### src/rtl/rv_pkg.sv
// Shared definitions for the register-file front end: FSM encoding and
// the hard-wired zero register index.
package rv_pkg;

  typedef enum logic {
    RF_INIT  = 1'b0,
    RF_READY = 1'b1
  } rf_state_e;

  localparam int REG_ZERO = 0;

endpackage

### src/rtl/rf_init_bypass.sv
// Front end for an external 2R1W SRAM register file: zeroes every entry after
// reset, masks x0, and forwards same-cycle writes to the one-cycle-late reads.
module rf_init_bypass
  import rv_pkg::*;
#(
  parameter int DEPTH      = 32,
  parameter int ADDR_WIDTH = $clog2(DEPTH),
  parameter int DATA_WIDTH = 32
) (
  input  logic                  clk,
  input  logic                  rst,
  input  logic [ADDR_WIDTH-1:0] i_addrA,
  input  logic [ADDR_WIDTH-1:0] i_addrB,
  input  logic [ADDR_WIDTH-1:0] i_waddr,
  input  logic [DATA_WIDTH-1:0] i_wdata,
  input  logic                  i_wen,
  output logic [DATA_WIDTH-1:0] o_rdataA,
  output logic [DATA_WIDTH-1:0] o_rdataB,
  output logic                  o_ready,
  output logic [ADDR_WIDTH-1:0] o_sram_addrA,
  output logic [ADDR_WIDTH-1:0] o_sram_addrB,
  output logic [ADDR_WIDTH-1:0] o_sram_waddr,
  output logic [DATA_WIDTH-1:0] o_sram_wdata,
  output logic                  o_sram_wen,
  input  logic [DATA_WIDTH-1:0] i_sram_rdataA,
  input  logic [DATA_WIDTH-1:0] i_sram_rdataB,
  output logic                  dbg_state
);

  // o_ready is a level, not a handshake: while it is low the pipeline's
  // writes are discarded and reads return zero; once high it stays high
  // until the next reset.

  localparam logic [ADDR_WIDTH-1:0] LAST_ADDR = ADDR_WIDTH'(DEPTH - 1);
  localparam logic [ADDR_WIDTH-1:0] ZERO_ADDR = ADDR_WIDTH'(REG_ZERO);

  rf_state_e             state_q, state_d;
  logic [ADDR_WIDTH-1:0] cnt_q, cnt_d;
  logic                  ra_zero_q, rb_zero_q;
  logic                  ra_byp_q, rb_byp_q;
  logic [DATA_WIDTH-1:0] wdata_q;
  logic                  ready;
  logic                  wr_nonzero;

  assign ready      = (state_q == RF_READY);
  assign wr_nonzero = i_wen && (i_waddr != ZERO_ADDR);

  always_ff @(posedge clk or posedge rst) begin
    if (rst) begin
      state_q <= RF_INIT;
      cnt_q   <= '0;
    end else begin
      state_q <= state_d;
      cnt_q   <= cnt_d;
    end
  end

  // Counter stops on the last address so it never wraps into a second sweep.
  always_comb begin
    state_d = state_q;
    cnt_d   = cnt_q;
    case (state_q)
      RF_INIT: begin
        if (cnt_q == LAST_ADDR) begin
          state_d = RF_READY;
        end else begin
          cnt_d = cnt_q + 1'b1;
        end
      end
      RF_READY: begin
        state_d = RF_READY;
      end
      default: begin
        state_d = RF_INIT;
        cnt_d   = '0;
      end
    endcase
  end

  always_comb begin
    o_sram_wen   = 1'b1;
    o_sram_waddr = cnt_q;
    o_sram_wdata = '0;
    if (ready) begin
      o_sram_wen   = wr_nonzero;
      o_sram_waddr = i_waddr;
      o_sram_wdata = i_wdata;
    end
  end

  assign o_sram_addrA = i_addrA;
  assign o_sram_addrB = i_addrB;
  assign o_ready      = ready;
  assign dbg_state    = logic'(state_q);

  // During INIT the zero flags are forced so the first READY cycle, which
  // shows reads issued in the last INIT cycle, still returns zero.
  always_ff @(posedge clk or posedge rst) begin
    if (rst) begin
      ra_zero_q <= 1'b0;
      rb_zero_q <= 1'b0;
      ra_byp_q  <= 1'b0;
      rb_byp_q  <= 1'b0;
      wdata_q   <= '0;
    end else if (!ready) begin
      ra_zero_q <= 1'b1;
      rb_zero_q <= 1'b1;
      ra_byp_q  <= 1'b0;
      rb_byp_q  <= 1'b0;
      wdata_q   <= '0;
    end else begin
      ra_zero_q <= (i_addrA == ZERO_ADDR);
      rb_zero_q <= (i_addrB == ZERO_ADDR);
      ra_byp_q  <= wr_nonzero && (i_waddr == i_addrA);
      rb_byp_q  <= wr_nonzero && (i_waddr == i_addrB);
      wdata_q   <= i_wdata;
    end
  end

  always_comb begin
    o_rdataA = i_sram_rdataA;
    if (!ready || ra_zero_q) begin
      o_rdataA = '0;
    end else if (ra_byp_q) begin
      o_rdataA = wdata_q;
    end
  end

  always_comb begin
    o_rdataB = i_sram_rdataB;
    if (!ready || rb_zero_q) begin
      o_rdataB = '0;
    end else if (rb_byp_q) begin
      o_rdataB = wdata_q;
    end
  end

endmodule
### config.mk
export PLATFORM = sky130hd
export DESIGN_NAME = rf_init_bypass
export DESIGN_NICKNAME = d
export VERILOG_FILES = /design/src/rtl/rv_pkg.sv /design/src/rtl/rf_init_bypass.sv
export SDC_FILE = /design/constraint.sdc
export NUM_CORES = 1
export LEC_CHECK = 0
export ABC_AREA = 1
export BUFFER_PORTS_ARGS = -buffer_cell sky130_fd_sc_hd__clkbuf_2
export CAP_MARGIN = 25
export CORE_MARGIN = 10
export CORE_UTILIZATION = 40
export DETAILED_ROUTE_END_ITERATION = 10
export GPL_TIMING_DRIVEN = 1
export PLACE_DENSITY = 0.79
export REMOVE_ABC_BUFFERS = 1
export SKIP_LAST_GASP = 1
export SLEW_MARGIN = 20
export SYNTH_ARGS = -nofsm -noshare
export SYNTH_HDL_FRONTEND = slang
export SYNTH_SLANG_ARGS = --single-unit
### constraint.sdc
create_clock -name clk -period 2 [get_ports clk]
set_clock_uncertainty 0.2 [all_clocks]
set_input_delay 0 -clock clk [delete_from_list [all_inputs] [get_ports clk]]
set_output_delay 0 -clock clk [all_outputs]
set_load 0.005 [all_outputs]
==> results of run 1 <==
-- worst min path at each step --
| stage | from | to | slack, ns | cells after the start |
|---|---|---|---|---|
| floorplan | i_addrA[0] | o_sram_addrA[0] | -0.20 | 0 |
| global placement | rst | wdata_q[6]$_DFF_PP0_ | -0.12 | 2 |
| detailed placement | rst | wdata_q[11]$_DFF_PP0_ | -0.11 | 2 |
| CTS | i_sram_rdataA[8] | o_rdataA[8] | 0.09 | 4 |
| global route | i_sram_rdataA[21] | o_rdataA[21] | 0.10 | 4 |
| finish | i_sram_rdataA[18] | o_rdataA[18] | 0.09 | 4 |
-- cell families after synthesis --
kind of cell | count (synthesis) | share of synthesized area [%]
xor+xnor | 3 | 0.921
buf+inv | 95 | 17.4
flops | 42 | 36.8
fa+ha+maj | 2 | 0.877
compound gates | 80 | 15.3
simple gates | 203 | 28.7
-- cells in the final DEF (no fill, tap or decap), types with 2 or more instances in the layout --
| cell type | n |
|---|---|
| a211oi_2 | 3 |
| a21oi_1 | 30 |
| a21oi_2 | 3 |
| buf_4 | 5 |
| clkbuf_2 | 227 |
| clkbuf_8 | 6 |
| clkinv_2 | 2 |
| dfrtp_1 | 41 |
| dlygate4sd3_1 | 60 |
| ha_1 | 2 |
| inv_1 | 56 |
| inv_2 | 3 |
| nand2_1 | 124 |
| nand3_1 | 3 |
| nand4_1 | 2 |
| nor2_1 | 70 |
| nor2_8 | 2 |
| o21ai_0 | 25 |
| o21ai_1 | 18 |
| xor2_1 | 3 |
-- what timing repair did --
| item | in CTS | in global routing |
|---|---|---|
| resized for setup | 1 | 0 |
| hold buffers | 60 | 0 |
| setup endpoints to repair | 11 | 0 |
| endpoints found under the hold margin | 63 | 0 |
| buffers inserted | 0 | 0 |
-- sequential cells by signal, indices dropped and copies added, names as in the netlist --
register / cells
cnt_q: 5
dbg_state: 1
ra_byp_q: 1
ra_zero_q: 1
rb_byp_q: 1
rb_zero_q: 1
wdata_q: 32
-- through the flow --
stage	power, W	cell area, um2
floorplan	0.00112	2590
global placement	0.00143	3880
detailed placement	0.00144	3880
CTS	0.00211	4580
global route	0.00222	4580
finish	0.00209	4580
-- area by class of cell --
type / instances / area [um2]
fillers: 581 / 2290
repair buffers: 292 / 1770
multi-input cells: 288 / 1310
flip-flops and latches: 42 / 1050
inverters: 61 / 233
well taps: 96 / 120
clock buffers: 7 / 86.3
clock inverters: 1 / 5.00
-- power by group through the flow --
stage | Clock (W) | Combinational (W) | Sequential [W]
2_1_floorplan | 0 | 0.000202 | 0.000919
3_3_place_gp | 0 | 0.000516 | 0.000916
3_5_place_dp | 0 | 0.000527 | 0.000917
4_1_cts | 0.000589 | 0.000620 | 0.000900
5_1_grt | 0.000621 | 0.000697 | 0.000905
6_report | 0.000561 | 0.000632 | 0.000901
-- metal layers --
layer  share of wire (%)  vias to the layer above  wire [um]
met2                  51                      255       6610
met3                  12                       18       1510
met1                  36                     1759       4690
met4                 1.5                        0        201
met5                   0                        -          0
li1                    -                     1809          -
-- tightest hold or removal path, stage by stage --
cell and delay, ns:
clkbuf_2 0.08, nand2_1 0.05, a21oi_1 0.05, clkbuf_2 0.11
==> results by group, run 1 <==
Status
  • Run status: finished, final reports clean

Floorplan
  • Full die area: 10900 um2
  • Die Wd: 104 um
  • Rows: 30
  • IO Count: 228
  • Core footprint: 6870 um2
  • DIE HEIGHT: 104 um
  • Initial core utilization: 41.5%

Worst setup path
  • Critical Path RT: 1.97 ns
  • WP buf/inv: 2
  • FF-to-FF path depth: 3
  • Critical Path AT: 1.88 ns
  • Setup CP Type: flop to flop
  • Largest stage delay on the critical path: 0.60 ns
  • Worst path slowest cell: dlygate4sd3_1
  • Crit. End Element: flop
  • Worst setup startpoint: dbg_state$_DFF_PP0_
  • Reg2reg end: rb_zero_q$_DFF_PP0_
  • Cell depth of the worst setup path: 3
  • FF-to-FF Start: dbg_state$_DFF_PP0_
  • Startpoint Class: flop
  • Crit path capture: rb_zero_q$_DFF_PP0_
  • Worst-path cell chain: buf_4 -> o21ai_0 -> dlygate4sd3_1
  • Delay-heaviest family, CP: buffers and inverters
  • R2R Setup Slk: 0.09 ns
  • CP max FO: 48

Pwr
  • Cell Int Power: 0.00148 W
  • Switching Power: 0.000610 W
  • Combinational share of power: 30.2%
  • Leakage: 2.79 nW
  • Clock share of power: 26.8%
  • Sw Ratio: 29.1%
  • Sequential Power Share: 43.0%
  • Pwr Density: 457 nW/um2
  • Peak ir drop on the vdd network: 0.264 mV

Placed design
  • Port buffer count: 227
  • Pre-CTS setup slack: 0.305 ns
  • GPL Wtd Cong: 0.849
  • Dpl hpwl: 9.09 mm
  • Dpl cells: 719

Route
  • Post-Route WL: 13.0 mm
  • DR iter-0 viols: 265
  • Via-to-Cell Ratio: 4.88
  • Remaining antenna violation count after routing: 0
  • Vias: 3841
  • Wire per inst: 16.5 um
  • Pre-antenna DRT Iters: 5
  • DRC Markers: 0

STA
  • Rel. slew slack: 59.7%
  • Max Slew Vio Count: 0
  • Final hold vios: 0
  • Setup-failing EPs final: 0
  • Final WS setup: 0.0897 ns
  • Worst-Margin Slew: 0.604 ns
  • RSZ-0062 raised after global routing: no
  • Setup TNS: 0 ns
  • Fmax: 523 MHz
  • Fin crit period: 1.91 ns
  • Final Hold Slack: 0.0886 ns
  • Tcrit/Tclk final: 95.5%

Clock tree
  • Htree depth: 2
  • Clk pin slew, worst setup/hold paths: 0.08 ns
  • Num CTS Buffers: 5
  • Sink Count: 42
  • Clk root buf: clkbuf_8
  • Max Root-Sink Buffers: 2
  • Clk Latency, worst-skew pair: 0.29 ns
  • CTS tree: yes

Synth
  • Post-synth ARST share: 100%
  • Yosys reg bits: 42
  • EDFF count, synth: 0
  • Most common cell in the netlist: nand2_1
  • Post-synth top area share: 36.8%
  • Synth unique cells: 24
  • Synth top area cells: dfrtp_1 37%, nand2_1 16%, nor2_1 9.2%
  • Post-Syn Area: 2850 um2
  • Post-synthesis cell count: 425
  • Cell taking the most area after synthesis: dfrtp_1
  • Main synth FF type: dfrtp_1
  • Syn. warnings: 0
  • Top post-synthesis cells by count: 124 x nand2_1, 70 x nor2_1, 57 x inv_1, 42 x dfrtp_1, 30 x a21oi_1
  • Synthesized area per cell: 6.72 um2
  • Post-synthesis sequential area ratio: 36.8%

Global routing
  • GRT met2 Usage: 41.1%
  • Global-route wire length before repair: 20.4 mm
  • Largest net degree at the start of global routing: 49
  • Initial antenna violation count: 0
  • Total gr overflow: 0
  • Met1 usage: 23.4%
  • Vias in the first global route: 3957
  • GR peak layer: met2
  • Met3 Use GR: 8.86%
  • GRT Util Overall: 22.6%

Layout
  • Share of post-route cells with drive strength above 1: 36.9%
  • Nets: 806
  • Area growth from synthesis to layout: 60.4%
  • ANT cells: 0
  • Final core utilization: 66.6%
  • Layout Cells excl Fill: 787

Worst hold path
  • Worst hold path class: primary input to primary output

Flow run
  • Max-Cap Viols: 0
No activity file was read; power rests on OpenSTA's default activity.
==> run 2, diff against run 1 <==
CTS_BUF_LIST = sky130_fd_sc_hd__clkbuf_16   (was not set)
==> results by group, run 2 (synthesized netlist as in run 1, its figures left out) <==
Status
  • Run status: finished, final reports clean

Global routing
  • GRT Util Overall: 22.2%
  • Initial antenna violation count: 0
  • Met3 Use GR: 8.36%
  • Largest net degree at the start of global routing: 49
  • Met1 usage: 23.5%
  • GR peak layer: met2
  • Total gr overflow: 0
  • Global-route wire length before repair: 20.0 mm
  • Vias in the first global route: 3939
  • GRT met2 Usage: 40.1%

Worst setup path
  • Setup CP Type: flop to flop
  • Largest stage delay on the critical path: 0.59 ns
  • Worst-path cell chain: buf_4 -> o21ai_0 -> dlygate4sd3_1
  • Crit. End Element: flop
  • Delay-heaviest family, CP: buffers and inverters
  • WP buf/inv: 2
  • Critical Path AT: 1.87 ns
  • CP max FO: 48
  • Worst path slowest cell: dlygate4sd3_1
  • Critical Path RT: 1.96 ns
  • Startpoint Class: flop

STA
  • RSZ-0062 raised after global routing: no
  • Max Slew Vio Count: 0
  • Final hold vios: 0
  • Tcrit/Tclk final: 95.4%
  • Setup-failing EPs final: 0
  • Final WS setup: 0.0923 ns
  • Rel. slew slack: 60.4%
  • Fin crit period: 1.91 ns
  • Fmax: 524 MHz
  • Worst-Margin Slew: 0.594 ns
  • Setup TNS: 0 ns

Pwr
  • Peak ir drop on the vdd network: 0.319 mV
  • Pwr Density: 498 nW/um2
  • Leakage: 2.81 nW

Layout
  • Nets: 802
  • Largest register FFs: 32
  • Most flop-heavy register: wdata_q
  • Final core utilization: 66.8%
  • Most frequent cells in the layout: 227 x clkbuf_2, 124 x nand2_1, 70 x nor2_1
  • Commonest non-fill, non-tap cell in the layout: clkbuf_2
  • ANT cells: 0
  • Share of post-route cells with drive strength above 1: 37.0%
  • Area growth from synthesis to layout: 60.7%
  • Largest regs: wdata_q x32, cnt_q x5

Worst hold path
  • Worst hold path class: primary input to flop

Route
  • Post-Route WL: 12.6 mm
  • Wire per inst: 16.1 um
  • DR iter-0 viols: 185
  • Remaining antenna violation count after routing: 0
  • Pre-antenna DRT Iters: 4
  • Vias: 3790
  • Via-to-Cell Ratio: 4.84
  • DRC Markers: 0

Floorplan
  • IO Count: 228
  • Die Wd: 104 um
  • Initial core utilization: 41.5%
  • Rows: 30
  • Core footprint: 6870 um2
  • DIE HEIGHT: 104 um
  • Full die area: 10900 um2

Flow run
  • Max-Cap Viols: 0

Clock tree
  • Num CTS Buffers: 5
  • Max Root-Sink Buffers: 2
  • Clk pin slew, worst setup/hold paths: 0.06 ns
  • Htree depth: 2
  • CTS tree: yes
  • Clk root buf: clkbuf_16
  • Buffer count from post-CTS setup fixing: 0
  • Clk Latency, worst-skew pair: 0.28 ns
  • Sink Count: 42

Placed design
  • Dpl hpwl: 9.09 mm
  • Port buffer count: 227
  • Pre-CTS setup slack: 0.305 ns
  • GPL Wtd Cong: 0.849
run 2: final cells by class:
class | instances | area (um2)
Clock buffer | 5 | 125
Clock inverter | 3 | 12.5
Fill cell | 592 | 2280
Inverter | 61 | 235
Multi-Input combinational cell | 288 | 1310
Sequential cell | 42 | 1050
Tap cell | 96 | 120
Timing Repair Buffer | 288 | 1730
run 2: final timing paths:
kind / from / end / slack [ns] / depth (start not counted)
min in group asynchronous: rst / wdata_q[11]$_DFF_PP0_ / 0.14 / 3
worst max-delay path: dbg_state$_DFF_PP0_ / ra_zero_q$_DFF_PP0_ / 0.09 / 3
max in group asynchronous: rst / wdata_q[8]$_DFF_PP0_ / 0.81 / 4
worst min-delay path: i_waddr[3] / rb_byp_q$_DFF_PP0_ / 0.04 / 7
worst min register to register: cnt_q[0]$_DFFE_PP0P_ / cnt_q[0]$_DFFE_PP0P_ / 0.36 / 1
worst max register to register: dbg_state$_DFF_PP0_ / ra_zero_q$_DFF_PP0_ / 0.09 / 3
run 2: what timing repair did:
item | CTS | global route
resized for setup | 0 | 1
hold buffers | 56 | 0
hold endpoints to repair | 63 | 0
setup endpoints to repair | 0 | 27
run 2: per-stage QoR:
step	power (W)	cells	hold WS, ns	instance area, um2
2_1_floorplan	0.00112	391	-0.200	2590
3_3_place_gp	0.00143	719	-0.117	3880
3_5_place_dp	0.00144	719	-0.110	3880
4_1_cts	0.00230	783	0.0183	4580
5_1_grt	0.00242	783	0.0743	4590
6_report	0.00228	783	0.0408	4590
run 2: per-layer routing:
| layer | wire (um) | up-vias |
|---|---|---|
| li1 | - | 1810 |
| met1 | 4680 | 1717 |
| met2 | 6390 | 246 |
| met3 | 1410 | 17 |
| met4 | 167 | 0 |
| met5 | 0 | - |
run 2: worst reg2reg max path, stage by stage (launching register included):
cell and delay, ns:
dfrtp_2 0.36, buf_4 0.46, o21ai_0 0.18, dlygate4sd3_1 0.59
run 2: report_power, final:
part           total [W]  internal, W  leakage, nW  switching, W
Clock           0.000756     0.000451       0.0724      0.000305
Combinational   0.000624     0.000319         2.25      0.000305
Sequential      0.000903     0.000884        0.480     0.0000181
